### src/rtl/hack_ctrl_pkg.sv
// rtl/hack_ctrl_pkg.sv - shared types and constants for the Hack boot/run controller
package hack_ctrl_pkg;

    localparam int HACK_WORD_W = 16;
    localparam int HACK_ROM_AW = 15;

    // The low three bits of this encoding are exported as state_o.
    typedef enum logic [3:0] {
        ST_IDLE   = 4'd0,
        ST_HDR_HI = 4'd1,
        ST_HDR_LO = 4'd2,
        ST_DAT_HI = 4'd3,
        ST_DAT_LO = 4'd4,
        ST_BOOT   = 4'd5,
        ST_RUN    = 4'd6,
        ST_HALT   = 4'd7,
        ST_STEP   = 4'd8
    } ctrl_state_e;

    function automatic logic is_load_state(input ctrl_state_e s);
        return (s == ST_HDR_HI) || (s == ST_HDR_LO) || (s == ST_DAT_HI) || (s == ST_DAT_LO);
    endfunction

endpackage

### src/rtl/hack_word_assembler.sv
// rtl/hack_word_assembler.sv - pairs big-endian hi/lo bytes into one 16-bit word
// Ports:
//   clk, reset     clock, asynchronous active-high reset
//   byte_in        incoming loader byte
//   hi_en          byte_in is a high byte being accepted this cycle
//   lo_en          byte_in is a low byte being accepted this cycle
//   word           {held high byte, byte_in}; meaningful while word_valid=1
//   word_valid     one-cycle pulse on the cycle the low byte is accepted
module hack_word_assembler
    import hack_ctrl_pkg::*;
(
    input  logic                   clk,
    input  logic                   reset,
    input  logic [7:0]             byte_in,
    input  logic                   hi_en,
    input  logic                   lo_en,
    output logic [HACK_WORD_W-1:0] word,
    output logic                   word_valid
);

    logic [7:0] hi_q;
    logic [7:0] hi_d;

    always_comb begin
        hi_d = hi_q;
        if (hi_en) begin
            hi_d = byte_in;
        end
    end

    always_ff @(posedge clk or posedge reset) begin
        if (reset) begin
            hi_q <= '0;
        end else begin
            hi_q <= hi_d;
        end
    end

    // The word is presented combinationally with the low byte so the
    // controller can latch the header count or issue the ROM write at once.
    assign word       = {hi_q, byte_in};
    assign word_valid = lo_en;

endmodule

### src/rtl/hack_run_ctrl.sv
// rtl/hack_run_ctrl.sv - Hack CPU boot loader and run/halt/step clock-enable controller
// Ports:
//   clk, reset                     clock, asynchronous active-high reset (-> IDLE)
//   load_start                     pulse: begin a program load (IDLE/RUN/HALT/STEP)
//   byte_in/byte_valid/byte_ready  loader byte stream, accepted on valid && ready
//   run_req/halt_req/step_req      run-control pulses
//   pc, brk_addr                   breakpoint compare inputs
//   rom_we/rom_addr/rom_wdata      instruction ROM write port
//   cpu_reset, cpu_ce              CPU reset and clock enable
//   load_err                       sticky: header word count larger than the ROM
//   state_o                        low three bits of the FSM state
// Build option: define HACK_BREAKPOINT_EN to halt in RUN when pc == brk_addr.
module hack_run_ctrl
    import hack_ctrl_pkg::*;
#(
    parameter int ROM_AW = HACK_ROM_AW,
    parameter int WORD_W = HACK_WORD_W
) (
    input  logic              clk,
    input  logic              reset,
    input  logic              load_start,
    input  logic [7:0]        byte_in,
    input  logic              byte_valid,
    output logic              byte_ready,
    input  logic              run_req,
    input  logic              halt_req,
    input  logic              step_req,
    input  logic [ROM_AW-1:0] pc,
    input  logic [ROM_AW-1:0] brk_addr,
    output logic              rom_we,
    output logic [ROM_AW-1:0] rom_addr,
    output logic [WORD_W-1:0] rom_wdata,
    output logic              cpu_reset,
    output logic              cpu_ce,
    output logic              load_err,
    output logic [2:0]        state_o
);

    localparam logic [16:0] ROM_WORDS = 17'd1 << ROM_AW;

    ctrl_state_e       state_q, state_d;
    logic [15:0]       n_q, n_d;
    logic [ROM_AW-1:0] cnt_q, cnt_d;
    logic              byte_ready_q, byte_ready_d;
    logic              rom_we_q, rom_we_d;
    logic [ROM_AW-1:0] rom_addr_q, rom_addr_d;
    logic [WORD_W-1:0] rom_wdata_q, rom_wdata_d;
    logic              cpu_reset_q, cpu_reset_d;
    logic              cpu_ce_q, cpu_ce_d;
    logic              load_err_q, load_err_d;

    logic              accept;
    logic [15:0]       word;
    logic              word_valid;
    logic              last_word;
    logic              brk_hit;

    assign accept = byte_valid && byte_ready_q;

    hack_word_assembler u_asm (
        .clk        (clk),
        .reset      (reset),
        .byte_in    (byte_in),
        .hi_en      (accept && (state_q == ST_HDR_HI || state_q == ST_DAT_HI)),
        .lo_en      (accept && (state_q == ST_HDR_LO || state_q == ST_DAT_LO)),
        .word       (word),
        .word_valid (word_valid)
    );

    // Counter stops at N-1 instead of incrementing, so a full-size load
    // finishes at the top address without wrapping to 0.
    assign last_word = (17'(cnt_q) == (17'(n_q) - 17'd1));

`ifdef HACK_BREAKPOINT_EN
    assign brk_hit = (state_q == ST_RUN) && (pc == brk_addr);
`else
    logic unused_brk;
    assign unused_brk = ^{pc, brk_addr};
    assign brk_hit    = 1'b0;
`endif

    always_comb begin
        state_d     = state_q;
        n_d         = n_q;
        cnt_d       = cnt_q;
        load_err_d  = load_err_q;
        rom_we_d    = 1'b0;
        rom_addr_d  = rom_addr_q;
        rom_wdata_d = rom_wdata_q;

        case (state_q)
            ST_IDLE: ;
            ST_HDR_HI: if (accept) state_d = ST_HDR_LO;
            ST_HDR_LO: begin
                if (word_valid) begin
                    n_d   = word;
                    cnt_d = '0;
                    if (word == 16'd0) begin
                        state_d = ST_BOOT;
                    end else if ({1'b0, word} > ROM_WORDS) begin
                        state_d    = ST_IDLE;
                        load_err_d = 1'b1;
                    end else begin
                        state_d = ST_DAT_HI;
                    end
                end
            end
            ST_DAT_HI: if (accept) state_d = ST_DAT_LO;
            ST_DAT_LO: begin
                if (word_valid) begin
                    rom_we_d    = 1'b1;
                    rom_addr_d  = cnt_q;
                    rom_wdata_d = WORD_W'(word);
                    if (last_word) begin
                        state_d = ST_BOOT;
                    end else begin
                        cnt_d   = cnt_q + ROM_AW'(1);
                        state_d = ST_DAT_HI;
                    end
                end
            end
            ST_BOOT: state_d = ST_RUN;
            ST_RUN:  if (halt_req || brk_hit) state_d = ST_HALT;
            ST_HALT: begin
                if (halt_req)     state_d = ST_HALT;
                else if (step_req) state_d = ST_STEP;
                else if (run_req)  state_d = ST_RUN;
            end
            ST_STEP: state_d = ST_HALT;
            default: state_d = ST_IDLE;
        endcase

        // A new load overrides run control in every non-load state except BOOT.
        if (load_start && (state_q == ST_IDLE || state_q == ST_RUN ||
                           state_q == ST_HALT || state_q == ST_STEP)) begin
            state_d    = ST_HDR_HI;
            load_err_d = 1'b0;
        end

        // Registered outputs are derived from the next state so they line up
        // with the state they describe.
        byte_ready_d = is_load_state(state_d);
        cpu_reset_d  = !(state_d == ST_RUN || state_d == ST_HALT || state_d == ST_STEP);
        cpu_ce_d     = (state_d == ST_BOOT) || (state_d == ST_RUN) || (state_d == ST_STEP);
    end

    always_ff @(posedge clk or posedge reset) begin
        if (reset) begin
            state_q      <= ST_IDLE;
            n_q          <= '0;
            cnt_q        <= '0;
            byte_ready_q <= 1'b0;
            rom_we_q     <= 1'b0;
            rom_addr_q   <= '0;
            rom_wdata_q  <= '0;
            cpu_reset_q  <= 1'b1;
            cpu_ce_q     <= 1'b0;
            load_err_q   <= 1'b0;
        end else begin
            state_q      <= state_d;
            n_q          <= n_d;
            cnt_q        <= cnt_d;
            byte_ready_q <= byte_ready_d;
            rom_we_q     <= rom_we_d;
            rom_addr_q   <= rom_addr_d;
            rom_wdata_q  <= rom_wdata_d;
            cpu_reset_q  <= cpu_reset_d;
            cpu_ce_q     <= cpu_ce_d;
            load_err_q   <= load_err_d;
        end
    end

    assign byte_ready = byte_ready_q;
    assign rom_we     = rom_we_q;
    assign rom_addr   = rom_addr_q;
    assign rom_wdata  = rom_wdata_q;
    assign cpu_reset  = cpu_reset_q;
    // A breakpoint hit must stop the instruction at pc in this very cycle.
    assign cpu_ce     = cpu_ce_q & ~brk_hit;
    assign load_err   = load_err_q;
    assign state_o    = state_q[2:0];

endmodule
### config.mk
export PLATFORM = sky130hd
export DESIGN_NAME = hack_run_ctrl
export DESIGN_NICKNAME = d
export VERILOG_FILES = /design/src/rtl/hack_ctrl_pkg.sv /design/src/rtl/hack_word_assembler.sv /design/src/rtl/hack_run_ctrl.sv
export SDC_FILE = /design/constraint.sdc
export NUM_CORES = 1
export LEC_CHECK = 0
export ABC_AREA = 0
export BUFFER_PORTS_ARGS = -buffer_cell sky130_fd_sc_hd__clkbuf_2
export CAP_MARGIN = 10
export CELL_PAD_IN_SITES_DETAIL_PLACEMENT = 1
export CELL_PAD_IN_SITES_GLOBAL_PLACEMENT = 1
export CORE_UTILIZATION = 45
export DETAILED_ROUTE_END_ITERATION = 7
export GPL_TIMING_DRIVEN = 0
export PLACE_DENSITY = 0.95
export SKIP_CTS_REPAIR_TIMING = 1
export SYNTH_ARGS = -nofsm -noshare
export SYNTH_HDL_FRONTEND = slang
export SYNTH_SLANG_ARGS = --single-unit
export TNS_END_PERCENT = 1
### constraint.sdc
create_clock -name clk -period 4.45 [get_ports clk]
set_clock_uncertainty 0.05 [all_clocks]
set_input_delay 0.89 -clock clk [delete_from_list [all_inputs] [get_ports clk]]
set_output_delay 0.89 -clock clk [all_outputs]
set_load 0.005 [all_outputs]
Word-level counts from Yosys, hierarchy flattened. Index checks and enable logic that the tools add are counted.

Flip-flop bits (word level): 79. Word-level logic and storage cells: 86. Input port bits: 45. Output and inout bits: 39.

Mux-type cells: 24. Eq/ne operators: 21. Reductions and logical operators: 27. Add/subtract/negate cells: 2. $lt $le $gt $ge: 1.

Operators by type and width (count): 2-to-1 mux 15 bit (3); 2-to-1 mux 4 bit (9); case mux 4 bit (9 select lines) (1); == test 4 x 3 -> 1 bit (second input constant) (8); case mux 15 bit (2 select lines) (1); == test 15 x 17 -> 1 bit (1); subtractor 16 x 1 -> 17 bit (second input constant) (1); == test 4 x 2 -> 1 bit (second input constant) (4); greater-than comparator 16 bit (second input constant) (1); logical NOT 16 bit (1); adder 15 x 1 -> 15 bit (second input constant) (1); logical OR 1 bit (12); == test 4 x 1 -> 1 bit (second input constant) (2); == test 4 bit (second input constant) (2); AND reduction 4 bit (2); nonzero test 2 bit (4); 2-to-1 mux 1 bit (7); 2-to-1 mux 3 bit (2); inequality test 2 x 1 -> 1 bit (second input constant) (3); logical AND 1 bit (4); logical NOT 4 bit (1); AND reduction 2 bit (2); 2-to-1 mux 2 bit (1); inequality test 2 bit (second input constant) (1); logical NOT 1 bit (1).

Logic depth before layout (Yosys ltp).
Depth in word-level cells: 10. Mapped depth: 11. Depth with buffers taken out: 10.

By module. Synthesis repeated with hierarchy kept, for this count alone.

Cell total of the unflattened synthesis: 443. Area total of the unflattened synthesis: 4329.2 um^2.

Modules (own cells, without submodules): hack_run_ctrl (area an instance 3926.3 um^2, cells each 416, instances 1, seq. area each 1778.0 um^2); hack_word_assembler (area an instance 402.9 um^2, cells each 27, instances 1, seq. area each 200.2 um^2).

Least setup slack after synthesis. No wires, ideal clock.

Path type: flip-flop to flip-flop. Start point: register n_q[0]. End point: register byte_ready_q (netlist: byte_ready). Required time: 4.276 ns. Path buffers: 0. Setup time: 0.124 ns. Path slack: 1.397 ns. Data arrival time: 2.879 ns. Period minus slack after synthesis: 3.053 ns. Stages on the path, launching flop included: 11. Path through: dfrtp_1 inv_1 ha_1 or3b_4 nor3_4 mux2_2 o211a_1 or4_4 nand2_1 nor3b_1 a211o_1.

Word-level cells in the longest chain between the ends: 10. Elaborated cells between the ends (all ways): 13. Classes of those cells: add/sub (1); eq/ne (5); mux (4); reduce/logical (3).

RTL lines: start, declared (line hack_run_ctrl.sv:42) `logic [15:0] n_q, n_d;`; start signal, assigned (line hack_run_ctrl.sv:161) `n_q <= n_d;`; subtractor 16 x 1 -> 17 bit * (line hack_run_ctrl.sv:72) `assign last_word = (17'(cnt_q) == (17'(n_q) - 17'd1));`; == test 15 x 17 -> 1 bit * (line hack_run_ctrl.sv:72); 2-to-1 mux 3 bit * (line hack_run_ctrl.sv:114) `if (last_word) begin`; 2-to-1 mux 4 bit * (line hack_run_ctrl.sv:110) `if (word_valid) begin`; case mux 4 bit (9 select lines) * (line hack_run_ctrl.sv:91) `case (state_q)`; 2-to-1 mux 4 bit * (line hack_run_ctrl.sv:134) `if (load_start && (state_q == ST_IDLE || state_q == ST_RUN ||`; == test 4 x 1 -> 1 bit / == test 4 x 2 -> 1 bit (equally long branches) (line hack_ctrl_pkg.sv:21) `return (s == ST_HDR_HI) || (s == ST_HDR_LO) || (s == ST_DAT_HI) || (s == ST_DAT_LO);`; logical OR 1 bit (2 in series) (line hack_ctrl_pkg.sv:21); logical OR 1 bit * (line hack_ctrl_pkg.sv:21); net byte_ready_d (line hack_run_ctrl.sv:44) `logic byte_ready_q, byte_ready_d;`; end signal, assigned (line hack_run_ctrl.sv:163) `byte_ready_q <= byte_ready_d;`; end, declared (line hack_run_ctrl.sv:44).

Mark *: on every way through the listed nets, which the timed path passes. The rest lies on a longest branch. A chain may end at the register's enable or synchronous reset.

Worst setup path in the final report.
Start point: register n_q[0]. End point: register cnt_q[13].

Word-level cells in the longest chain between the ends: 4.

RTL lines: subtractor 16 x 1 -> 17 bit (line hack_run_ctrl.sv:72); == test 15 x 17 -> 1 bit (line hack_run_ctrl.sv:72); inequality test 2 bit (no line); AND reduction 4 bit (no line); end signal, assigned (line hack_run_ctrl.sv:162) `cnt_q <= cnt_d;`; end, declared (line hack_run_ctrl.sv:43) `logic [ROM_AW-1:0] cnt_q, cnt_d;`.

No other way between the ends.

==> results.md <==
* Pwr dens at between 500 and 600 nW/um^2
* Pin count of the biggest net entering global routing at 45
* R2R Path Start: n_q[0]
* Buf/Inv on CP at 2
* TNS Setup at 0 ns
* Hold Slack at about 0.43 ns
* Fill count at 1085
* Area contributors post-synth: dfrtp_1 47%, nand2_1 13%, xnor2_1 2.5%, mux2_2 2.4%, xor2_1 2.1%
* Register area share after synthesis at 47.2%
* Async SR Flop Fraction at 100%
* Crit path max fanout at 10
* Worst Path Arrival at about 3.6 ns
* Period minus WS final at ~3.4 ns
* Row cnt at 34
* Antenna cell count at 0
* Post-synthesis register bit count at 79
* Clk Tree Root Cell: clkbuf_8
* Pre-CTS setup slack at 1.08 ns
* Power Internal at around 1.7 mW
* Fin. Hold Viols at 0
* Metal-1 WL at between 5000 and 6000 um
* Reg2Reg Setup Slack at 1.02 ns
* CP Class: flop to flop
* Commonest cells in the netlist: 144 x nand2_1, 78 x dfrtp_1, 20 x clkbuf_1, 19 x nor2_1, 13 x o21ai_0
* PortBufs at 53
* Post-synth net total at a little over 500
* H-tree levels at 3
* Combinational Power Share at between 30% and 40%
* Post-synthesis cell count at approximately 470
* Initial antenna violation count at 0
* Final wirelength at between 10000 and 15000 um
* Total Routing Usage GR at a little over a quarter
* Cell accounting for the most synthesized area: dfrtp_1
* Max Cap Violations at 0
* Die Height at 98.5 um
* Number of detailed-route iterations in the first pass at 6
* Setup violators final at 0
* Post-route DRC at 2
* Fin crit share at a little under 80%
* CTS buffer count at 9
* Number of synthesized flops with an enable pin at 0
* Global-route wire length before repair at about 21000 um
* Sw Share at between 30% and 40%
* Clock sink total at between 70 and 80
* DP HPWL at 8930 um
* Layout cell share with drive strength beyond 1 at approximately a fifth
* Final Util at around 55%
* Mapped Area at 4190 um^2
* Outcome: complete, but fails checks
* Reg2reg end: cnt_q[13]
* Clock Power Share at between 20 and 25%
* Vias in the first global route at around 4000
* Crit. End Element: flop
* Via/cell ratio at 5.87
* Share of the synthesized area in the top cell type at a little under half
* CTS tree: done
* Initial DRC Count at 256
* Worst Setup Start Kind: flop
* Critical Path RT at approximately 4.6 ns
* Delay-heaviest family, CP: simple AND/OR/NAND/NOR gates
* Final critical-path setup slack at approximately 1.0 ns
* Most frequent cell after synthesis: nand2_1
* Clk slew on worst S/H paths at roughly 0.080 ns
* CORE AREA at 8850 um^2
* Post-detailed-route count of antenna-violating nets at 0
* GP Congestion at 0.923
* Skew-Pair Late Insertion Delay at 0.36 ns
* Slew HR at approximately 32%
* RSZ-0062 raised after global routing: false
* Maximum clock frequency at 291 MHz
* Switch Pwr at roughly 1.1 mW
* Worst Tran Pin Value at 1.01 ns
* Cell Chain, Critical Path: inv_1 -> ha_1 -> or3b_4 -> nor3_4 -> mux2_2 -> o211a_1 -> nor4_4 -> nand2b_4 -> buf_8 -> o311ai_1 -> o41ai_1
* Metal3 WL at around 540 um
* Seq pwr share at between 30% and 40%
* VDD IR max at roughly 0.33 mV
* Yosys Warn Count at 0
* Failing checks: design-rule violations
* Uppermost layer routed: met4
* Die area at around 9700 um^2
* WL/cell at between 15 and 20 um
* Cell depth of the worst setup path at 11
* Synth cell types at 67
* I/O Pins at 84
* Crit path capture: cnt_q[13]
* Met2 WL at around 6200 um
* Seq. cell area at just under 2000 um^2
* Pleak at 2.33 nW
* Slowest library cell on the worst path: nor4_4
* Worst Hold Class: flop to flop
* Crit-path max cell delay at ~0.50 ns
* Area taken by multi-input logic gates at between 2000 and 2500 um^2
* Area Growth Syn to Fin at 15.1%
* Worst reg2reg path depth at 11
* Max Buffers Root-to-Sink at 2
* Final Max Tran Viols at 0
* Starting Density at 47.3%
* Layout Nets at between 500 and 600
* Grt ovf at 0
* Ys flop type: dfrtp_1
* Die width at 98.5 um
* Mean Syn Cell Area at 8.95 um^2
* Critical path origin: n_q[0]
* Vias post-DR at approximately 3800
[per-layer routing]
| metal | track usage, % | up-vias |
|---|---|---|
| li1 | - | 1737 |
| met1 | 36.1 | 1928 |
| met2 | 45.6 | 98 |
| met3 | 3.97 | 22 |
| met4 | 12.1 | 0 |
| met5 | 0 | - |
[worst min-delay path by stage]
stage | start | to | slack, ns | cells after the start
finish | rom_addr[12] | rom_addr[12] | 0.43 | 2
global route | rom_wdata[13] | rom_wdata[13] | 0.45 | 2
CTS | rom_addr[12] | rom_addr[12] | 0.43 | 2
detailed placement | rom_addr[12] | rom_addr[12] | 0.41 | 2
global placement | rom_wdata[10] | rom_wdata[10] | 0.41 | 2
floorplan | rom_wdata[0] | rom_wdata[0] | 0.42 | 2
[area by class of cell]
type | count | share of cell area, %
flip-flops and latches | 79 | 41.0
clock inverters | 4 | 1.45
inverters | 11 | 0.908
multi-input cells | 347 | 41.9
clock buffers | 11 | 2.93
well taps | 108 | 2.80
plain buffers | 31 | 3.11
repair buffers | 54 | 5.91
[worst register-to-register path: stages (launching register included)]
cell      delay [ns]
dfrtp_1         0.44
inv_1           0.10
ha_1            0.26
or3b_4          0.46
nor3_4          0.28
mux2_2          0.36
o211a_1         0.26
nor4_4          0.50
nand2b_4        0.27
buf_8           0.15
o311ai_1        0.11
o41ai_1         0.10
[metrics by stage]
step                std cells  area [um^2]  total power, mW
floorplan                 468         4190             1.82
global placement          629         4590             2.10
detailed placement        630         4610             2.17
CTS                       645         4820             2.78
global route              645         4820             2.94
finish                    645         4820             2.78
[sequential cells by signal (all words and copies together) (netlist names)]
| name | cells |
|---|---|
| rom_wdata | 16 |
| load_err | 1 |
| state_q | 4 |
| cpu_ce | 1 |
| cpu_reset | 1 |
| byte_ready | 1 |
| rom_we | 1 |
| n_q | 16 |
| cnt_q | 15 |
| rom_addr | 15 |
| u_asm.hi_q | 8 |
[logic make-up after synthesis]
kind of cell             count (synthesis)  share of synthesized area [%]
AO/OA/AOI/OAI                           70                           11.6
XOR/XNOR                                22                           4.60
adder cells (fa/ha/maj)                  2                          0.597
buffers and inverters                   42                           4.57
flip-flops                              79                           47.2
multiplexers                            13                           3.38
AND/OR/NAND/NOR                        240                           28.0
[power by group through the flow]
| stage | clock network [mW] | logic [mW] | registers, mW |
|---|---|---|---|
| after floorplan | 0 | 0.784 | 1.04 |
| after detailed placement | 0 | 1.08 | 1.09 |
| after global routing | 0.625 | 1.21 | 1.10 |
| after global placement | 0 | 1.02 | 1.08 |
| after CTS | 0.599 | 1.10 | 1.08 |
| final | 0.596 | 1.10 | 1.08 |
[cell usage in the layout, fill, tap and decap left out, types with 3 or more instances in the layout]
cell / Yosys / routed
nor3_1: 11 / 11
and3b_1: 3 / 3
nand3_1: 9 / 9
nor4_1: 10 / 10
nor3_2: 3 / 3
nor3b_1: 3 / 3
inv_1: 11 / 10
or3_1: 7 / 7
o21a_1: 3 / 3
mux2_2: 9 / 9
clkbuf_2: 1 / 54
xnor2_1: 12 / 12
nand2b_1: 4 / 4
o21ai_0: 13 / 13
o21ai_1: 5 / 5
a211oi_1: 3 / 3
buf_1: 3 / 3
and3_1: 5 / 5
clkbuf_1: 20 / 21
nor2_1: 19 / 19
xor2_1: 10 / 10
a31oi_1: 6 / 6
buf_4: 3 / 3
dfrtp_1: 78 / 78
clkbuf_8: 0 / 10
nand4_1: 6 / 6
nand2_1: 144 / 144
a21oi_1: 12 / 12
mux2i_1: 4 / 4
(Power assumes the default switching activity.)
